==> src/rtl/k_wr_arb_t1.sv <==
// k_wr_arb_t1: round-robin arbiter sharing the single async-FIFO write port
// among nreq requesters in the wclk domain. A granted requester owns the port
// for a burst of at most max_burst words; no write is issued while wfull=1.
//
// state   | meaning
// --------+-----------------------------------------------------------
// S_IDLE  | no owner; scan req from rr_ptr and pick the next owner
// S_BURST | owner holds the port; one word per cycle when req & ~wfull
module k_wr_arb_t1 #(
    parameter int nreq      = 4,
    parameter int dsize     = 8,
    parameter int max_burst = 4,
    localparam int ow_w     = $clog2(nreq),
    localparam int bc_w     = $clog2(max_burst + 1)
) (
    input  logic                  wclk,
    input  logic                  wrst,
    input  logic [nreq-1:0]       req,
    input  logic [nreq*dsize-1:0] req_data,
    input  logic                  wfull,
    output logic [nreq-1:0]       gnt,
    output logic                  winc,
    output logic [dsize-1:0]      wdata,
    output logic                  busy,
    output logic [ow_w-1:0]       owner
);

    typedef enum logic {S_IDLE, S_BURST} state_t;

    state_t          state, state_nxt;
    logic [ow_w-1:0] owner_nxt;
    logic [ow_w-1:0] rr_ptr, rr_nxt;
    logic [bc_w-1:0] bcnt, bcnt_nxt;

    logic            found;
    logic [ow_w-1:0] pick;
    logic            req_own;
    logic            accept;

    // Round-robin scan: first requester at or after rr_ptr, wrapping modulo nreq.
    always_comb begin
        logic [ow_w:0] cand;
        found = 1'b0;
        pick  = owner;
        cand  = '0;
        for (int k = 0; k < nreq; k++) begin
            cand = {1'b0, rr_ptr} + (ow_w + 1)'(k);
            if (cand >= (ow_w + 1)'(nreq))
                cand = cand - (ow_w + 1)'(nreq);
            if (!found && req[cand[ow_w-1:0]]) begin
                found = 1'b1;
                pick  = cand[ow_w-1:0];
            end
        end
    end

    // Owner's request and data slice; wdata follows the owner in every state.
    always_comb begin
        req_own = 1'b0;
        wdata   = req_data[dsize-1:0];
        for (int i = 0; i < nreq; i++) begin
            if (owner == ow_w'(i)) begin
                req_own = req[i];
                wdata   = req_data[i*dsize +: dsize];
            end
        end
    end

    // Next-state logic: arbitration in IDLE, burst accounting and release in BURST.
    always_comb begin
        state_nxt = state;
        owner_nxt = owner;
        rr_nxt    = rr_ptr;
        bcnt_nxt  = bcnt;
        accept    = 1'b0;
        case (state)
            S_IDLE: begin
                if (found) begin
                    owner_nxt = pick;
                    bcnt_nxt  = '0;
                    state_nxt = S_BURST;
                end
            end
            S_BURST: begin
                accept = req_own & ~wfull;
                // A dropped request releases without writing; the last word of
                // a full burst releases on its accept. A wfull stall holds all.
                if (!req_own || (accept && bcnt == bc_w'(max_burst - 1))) begin
                    state_nxt = S_IDLE;
                    rr_nxt    = (owner == ow_w'(nreq - 1)) ? '0 : owner + 1'b1;
                    bcnt_nxt  = '0;
                end else if (accept) begin
                    bcnt_nxt = bcnt + 1'b1;
                end
            end
            default: state_nxt = S_IDLE;
        endcase
    end

    // Write strobes decoded from the accept; reset clears state so these drop at once.
    always_comb begin
        gnt  = '0;
        winc = accept;
        busy = (state == S_BURST);
        for (int i = 0; i < nreq; i++)
            gnt[i] = accept && (owner == ow_w'(i));
    end

    // Registered arbiter state.
    always_ff @(posedge wclk or posedge wrst) begin
        if (wrst) begin
            state  <= S_IDLE;
            owner  <= '0;
            rr_ptr <= '0;
            bcnt   <= '0;
        end else begin
            state  <= state_nxt;
            owner  <= owner_nxt;
            rr_ptr <= rr_nxt;
            bcnt   <= bcnt_nxt;
        end
    end

endmodule
==> config.mk <==
export PLATFORM = sky130hd
export DESIGN_NAME = k_wr_arb_t1
export DESIGN_NICKNAME = d
export VERILOG_FILES = /design/src/rtl/k_wr_arb_t1.sv
export SDC_FILE = /design/constraint.sdc
export NUM_CORES = 1
export LEC_CHECK = 0
export ABC_AREA = 1
export CORE_ASPECT_RATIO = 2
export CORE_UTILIZATION = 41
export CTS_CLUSTER_SIZE = 10
export DETAILED_ROUTE_END_ITERATION = 12
export HOLD_SLACK_MARGIN = 0.03
export PLACE_DENSITY_LB_ADDON = 0.3
export SLEW_MARGIN = 0
export SYNTH_ARGS = -nofsm -noshare
export SYNTH_HDL_FRONTEND = slang
export SYNTH_SLANG_ARGS = --single-unit
==> constraint.sdc <==
create_clock -name wclk -period 2.6 [get_ports wclk]
set_clock_uncertainty 0.1 [all_clocks]
set_input_delay 0.52 -clock wclk [delete_from_list [all_inputs] [get_ports wclk]]
set_output_delay 0.52 -clock wclk [all_outputs]
set_load 0.02 [all_outputs]
==> metrics.txt, run 1 <==
clk slew on worst S/H paths=0.04 ns; Max Fanout on Critical Path=4; critical path startpoint category=input port; Vias/cell=4.96; RSZ-0062 raised after global routing=no; die area=2940 sq um; area delta synth->final=55.8%; Root Driver=clkbuf_8; commonest non-fill, non-tap cells in the layout=nand2_1, clkdlybuf4s50_1, nand3_1; # rows=26; final hold vios=0; unique cell type count in the Yosys netlist=21; Seq pwr share=12.9%; CTS tree=yes; Syn Area/Cell=5.65 sq um; pin count of the biggest net entering global routing=18; CTS H-tree depth=1; DP Wirelength=2.85 mm; Max Root-Sink Buffers=2; share of post-route cells with drive strength above 1=18.4%; filler instances=250; crit end category=output port; Switching Share=55.4%; core area=2570 sq um; Max Cap Viol=0; outcome=complete, no violations; initial core utilization=43.3%; worst hold slack=0.427 ns; Leakage=0.918 nW; Synth area leaders=nand2_1, dfrtp_1, nand3_1; largest area contributor in the netlist=nand2_1; 1st-pass router iterations=4; Gate power share=79.9%; RePlAce Congestion=0.804; Die Span X=38.9 um; DRC=0; Worst R2R Path Depth=11; # nets final=308; crit path launch=req[1]; kind of critical path=in2out; Slew HR=71.4%; Post-CTS Repair Setup Buffers=0; Max Freq=414 MHz; Power Density=1160 nW/um^2; vias in the first global route=1,299; # setup viols final=0; Critical Path RT=1.98 ns; commonest non-fill, non-tap cell in the layout=nand2_1; Multi-input gate area=793 sq um; Buffers on Ports=54; GR Util All Layers=24.6%; synthesized net count=242; Routed WL=3.35 mm; GR Overflow Total=0; Clock power frac=7.1%; clk_lat worst skew=0.22 ns; Avg WL per Cell=11.6 um; Internal=894 uW; Die Ht=75.7 um; Final Instance Area=1740 sq um; worst min path class=in2async; final period utilization=92.8%; CTS buffer count=3; vias=1,432; crit path capture=gnt[3]; Arrival @ worst endpoint=1.79 ns; Syn Std Cell Area=1110 sq um; I/O Pins=55; r2r setup slk=0.71 ns; antenna violations before repair=0; register area=200 sq um; worst slew pin tran=0.430 ns; fin. max-slew vios=0; worst vdd ir=775 uV; hold buffers post-CTS=0; Reg2Reg Launch Point=rr_ptr[0]; n_diodes=0; RR Endpoint=bcnt[0]; Yosys warning count=0; first-pass GRT wire length=5.18 mm; NetSw=1.11 mW; crit path time final=2.41 ns; Post-Synthesis Cells=197; register bit count reported by yosys=8; Yosys top cell area share=29.0%; clk sink count=8; sequential area share after synthesis=18.0%; post-route ant nets=0; dpl cell area=1750 sq um; 1st-iter DRT viols=29
-- sequential cells by signal, indices dropped and copies added (netlist names) --
register and cells:
bcnt 3, busy 1, owner 2, rr_ptr 2
-- layout make-up --
cell class	instances	area share, %
Inverter	22	4.76
Tap cell	28	2.02
Sequential cell	8	11.5
Clock buffer	3	2.38
Multi-Input combinational cell	160	45.7
Timing Repair Buffer	68	33.6
-- worst min-delay path by stage --
stage             from        to  slack [ns]
2_1_floorplan     wrst   bcnt[0]        0.24
3_3_place_gp   bcnt[2]   bcnt[2]        0.43
3_5_place_dp   bcnt[2]   bcnt[2]        0.42
4_1_cts           wrst  owner[0]        0.44
5_1_grt           wrst  owner[0]        0.45
6_report          wrst  owner[0]        0.43
-- cell usage after synthesis --
| library cell | count |
|---|---|
| nand3_4 | 1 |
| nand2_1 | 86 |
| nand2_4 | 3 |
| a21oi_1 | 2 |
| o21ai_2 | 1 |
| nand4_1 | 1 |
| inv_1 | 16 |
| o21ai_0 | 17 |
| buf_4 | 2 |
| inv_2 | 5 |
| buf_2 | 1 |
| nand3_1 | 26 |
| dfrtp_1 | 8 |
| clkinv_1 | 1 |
| o211ai_1 | 1 |
| clkbuf_1 | 3 |
| nand2_2 | 6 |
| nor2_8 | 1 |
| ha_1 | 6 |
| nor2_1 | 9 |
| buf_6 | 1 |
-- cells by family (layout without fill, tap and decap cells) --
kind of cell             after synthesis  in the layout  share of synthesized area [%]
AO/OA/AOI/OAI                         21             21                           10.0
adder cells (fa/ha/maj)                6              6                           6.74
buffers and inverters                 29             93                           11.2
flip-flops                             8              8                           18.0
AND/OR/NAND/NOR                      133            133                           54.0
-- what timing repair did --
item / 4_1_cts / 5_1_grt
pin swaps: 0 / 0
endpoints found under the setup margin: 13 / 13
gates cloned: 0 / 0
resized for setup: 18 / 32
-- stage by stage --
stage | total power, mW | TNS, ns | instances | util, % | setup WS (ns)
2_1_floorplan | 1.38 | 0 | 197 | - | 0.113
3_3_place_gp | 1.96 | -1.35 | 286 | 68.2 | -0.321
3_5_place_dp | 1.98 | -1.42 | 286 | 68.2 | -0.335
4_1_cts | 2.05 | 0 | 289 | 69.4 | 0.00647
5_1_grt | 2.23 | 0 | 289 | 67.5 | 0.00366
6_report | 2.00 | 0 | 289 | 67.5 | 0.187
-- power by group through the flow --
stage / Combinational (mW) / Sequential, mW / Clock [mW]
final: 1.60 / 0.259 / 0.143
after global routing: 1.81 / 0.269 / 0.157
after CTS: 1.65 / 0.258 / 0.147
after detailed placement: 1.72 / 0.259 / 0
after global placement: 1.70 / 0.257 / 0
after floorplan: 1.12 / 0.262 / 0
-- per-layer routing --
metal  up-vias  share of wire, %  global-route usage, %  routed length [um]
met2        44                60                   51.7                2000
met1       633                34                   21.3                1130
met4         0               2.7                   9.58                  91
met3         8               3.9                   2.33                 129
met5         -                 0                      0                   0
li1        747                 -                      -                   -
-- worst max-delay path, stage by stage --
cell             delay (ns)
clkdlybuf4s50_1        0.48
inv_1                  0.07
o211ai_1               0.16
nand2_1                0.09
nand2_2                0.08
nand3_2                0.09
inv_1                  0.08
nand2_1                0.05
inv_1                  0.05
buf_4                  0.13
Power figures use the tool's default switching activity.
==> inputs of run 2 (changes only) <==
--- a/config.mk
+++ b/config.mk
@@ -7,9 +7,10 @@
 export LEC_CHECK = 0
 export ABC_AREA = 1
 export CORE_ASPECT_RATIO = 2
-export CORE_UTILIZATION = 41
+export CORE_UTILIZATION = 37
 export CTS_CLUSTER_SIZE = 10
 export DETAILED_ROUTE_END_ITERATION = 12
+export GPL_TIMING_DRIVEN = 0
 export HOLD_SLACK_MARGIN = 0.03
 export PLACE_DENSITY_LB_ADDON = 0.3
 export SLEW_MARGIN = 0
==> constraint.sdc (replaced) <==
create_clock -name wclk -period 2.1 [get_ports wclk]
set_clock_uncertainty 0.1 [all_clocks]
set_input_delay 0.42 -clock wclk [delete_from_list [all_inputs] [get_ports wclk]]
set_output_delay 0.42 -clock wclk [all_outputs]
set_load 0.02 [all_outputs]
==> run 2 against run 1 <==
  * The flow now finishes with violations (negative setup slack)
  * Die area up 10%
  * Non-clock buffer count up 11
  * Sequential share of layout area down 1.6 points
  * Sequential power up 26%
  * Highest routed layer unchanged
==> metrics.txt, run 2 (synthesized netlist as in run 1, its figures left out) <==
Seq pwr share=10.4% (was 12.9%); CP max stage delay=0.46 ns (was 0.48 ns); initial core utilization=39.7% (was 43.3%); outcome=finished with violations (was complete, no violations); worst min path class=in2async (unchanged); n_diodes=0 (unchanged); vias=1,519 (was 1,432); Clock power frac=6.1% (was 7.1%); Gate power share=83.5% (was 79.9%); Slew HR=79.7% (was 71.4%); # rows=27 (was 26); GR Overflow Total=0 (unchanged); fin. max-slew vios=0 (unchanged); DP Wirelength=2.84 mm (was 2.85 mm); Final Instance Area=2040 sq um (was 1740 sq um); failing checks=negative setup slack; core area=2800 sq um (was 2570 sq um); Top Registers=bcnt x3, owner x2, rr_ptr x2 (unchanged); CTS tree=yes (unchanged); Worst Slack Setup Final=-0.144 ns (was 0.187 ns); RR Endpoint=bcnt[2] (was bcnt[0]); Max Cap Viol=0 (unchanged); Leakage=1.02 nW (was 0.918 nW); Power Density=1540 nW/um^2 (was 1160 nW/um^2); clk sink count=8 (unchanged); critical path startpoint category=register (was input port); DRC=0 (unchanged); Routed WL=3.91 mm (was 3.35 mm); share of post-route cells with drive strength above 1=30.8% (was 18.4%); area delta synth->final=82.9% (was 55.8%); final hold vios=0 (unchanged); crit path time final=2.24 ns; Critical Path RT=1.58 ns (was 1.98 ns); critical path cell sequence=ha_4, inv_2, buf_6, buf_4, buf_12, nand2_1, nand3_1, o21ai_1, o21ai_1, buf_4 (was clkdlybuf4s50_1, inv_1, o211ai_1, nand2_1, nand2_2, nand3_2, inv_1, nand2_1, inv_1, buf_4); filler instances=241 (was 250); crit end category=output port (unchanged); Root Driver=clkbuf_8 (unchanged); clk slew on worst S/H paths=0.04 ns (about the same); # setup viols final=13 (was 0); commonest non-fill, non-tap cell in the layout=nand2_1 (unchanged); final period utilization=107%; GR Util All Layers=24.9% (was 24.6%); Die Span X=40.8 um (was 38.9 um); Buffers on Ports=54 (unchanged); NetSw=1.61 mW (was 1.11 mW); pin count of the biggest net entering global routing=11 (was 18); Max Fanout on Critical Path=5 (was 4); Arrival @ worst endpoint=1.72 ns (was 1.79 ns); clk_lat worst skew=0.23 ns (was 0.22 ns); Core Util, Final=72.6% (was 67.5%); max FFs per register=3 (unchanged); worst vdd ir=1160 uV (was 775 uV); Switching Share=51.1% (was 55.4%); 1st-pass router iterations=4 (unchanged); 1st-iter DRT viols=39 (was 29); post-route ant nets=0 (unchanged); slowest CP cell=dfrtp_2 (was clkdlybuf4s50_1); r2r setup slk=0.18 ns (was 0.71 ns); Worst R2R Path Depth=12 (was 11); CTS H-tree depth=1 (unchanged); RSZ-0062 raised after global routing=yes (was no); commonest non-fill, non-tap cells in the layout=nand2_1, clkdlybuf4s50_1, buf_4 (was nand2_1, clkdlybuf4s50_1, nand3_1); dpl cell area=1740 sq um (was 1750 sq um); vias in the first global route=1,495 (was 1,299); largest reg by FF count=bcnt (unchanged); Max Freq=446 MHz; I/O Pins=55 (unchanged); Avg WL per Cell=13.0 um (was 11.6 um); Internal=1.54 mW (was 894 uW); Die Ht=79.6 um (was 75.7 um); Reg2Reg Launch Point=owner[1] (was rr_ptr[0]); RePlAce Congestion=0.863 (was 0.804); Vias/cell=5.03 (was 4.96); CTS buffer count=3 (unchanged); die area=3250 sq um (was 2940 sq um); Max Root-Sink Buffers=2 (unchanged); antenna violations before repair=0 (unchanged); # nets final=319 (was 308); kind of critical path=reg2out (was in2out); worst slew pin tran=0.304 ns (was 0.430 ns); hold buffers post-CTS=0 (unchanged); first-pass GRT wire length=5.72 mm (was 5.18 mm)
[run 2: layer usage]
layer	vias up	GRT usage [%]	routed length (um)
li1	772	-	-
met1	678	17.9	1260
met2	60	51.1	2290
met3	9	5.01	280
met4	0	10.0	74
met5	-	0	0
[run 2: final cells by class]
cell class | instances | area [sq um] | share of cell area (%)
multi-input cells | 160 | 885 | 43.4
repair buffers | 73 | 682 | 33.5
flip-flops and latches | 8 | 203 | 9.95
plain buffers | 6 | 93.8 | 4.61
inverters | 22 | 92.6 | 4.55
clock buffers | 4 | 45.0 | 2.21
well taps | 29 | 36.3 | 1.78
[run 2: timing repair]
action | in CTS | in global routing
setup endpoints to repair | 13 | 13
setup buffers | 12 | 7
resized for setup | 91 | 17
pin swaps | 4 | 9
[run 2: stage by stage]
step                cells  TNS [ns]  setup WS [ns]  hold slack [ns]  power [mW]
floorplan             197    -0.189        -0.0445            0.136        1.81
global placement      280     -8.61         -0.707            0.433        2.45
detailed placement    280     -8.69         -0.730            0.428        2.49
CTS                   295     -1.23         -0.151            0.342        2.93
global route          302     -2.68         -0.263            0.368        3.44
finish                302     -1.36         -0.144            0.348        3.15
[run 2: worst max-delay path by stage]
stage	startpoint	to	cells after the start
5_1_grt	owner[1]	gnt[3]	12
3_5_place_dp	req[1]	gnt[3]	10
4_1_cts	owner[1]	gnt[3]	12
3_3_place_gp	req[1]	gnt[3]	10
6_report	owner[0]	wdata[7]	10
2_1_floorplan	owner[1]	gnt[3]	12
[run 2: power by group through the flow]
stage	Sequential [mW]	Clock [mW]	Combinational [mW]
final	0.326	0.193	2.63
after global routing	0.333	0.207	2.90
after CTS	0.324	0.198	2.41
after detailed placement	0.334	0	2.16
after global placement	0.333	0	2.12
after floorplan	0.339	0	1.47
[run 2: critical path, delay by kind of cell, from the launching register on]
family                     cells  cell delay (ns)
DFF                            1             0.46
adders and majority gates      1             0.18
and+or+nand+nor                2             0.09
AOI/OAI and AO/OA              2             0.21
buffers and inverters          5             0.53
==> inputs of run 3 (changes only) <==
--- a/config.mk
+++ b/config.mk
@@ -13,7 +13,7 @@
 export GPL_TIMING_DRIVEN = 0
 export HOLD_SLACK_MARGIN = 0.03
 export PLACE_DENSITY_LB_ADDON = 0.3
-export SLEW_MARGIN = 0
+export SLEW_MARGIN = 20
 export SYNTH_ARGS = -nofsm -noshare
 export SYNTH_HDL_FRONTEND = slang
 export SYNTH_SLANG_ARGS = --single-unit
==> results of run 3 <==
The final DEF is identical to that of run 2; final timing and power are the same.
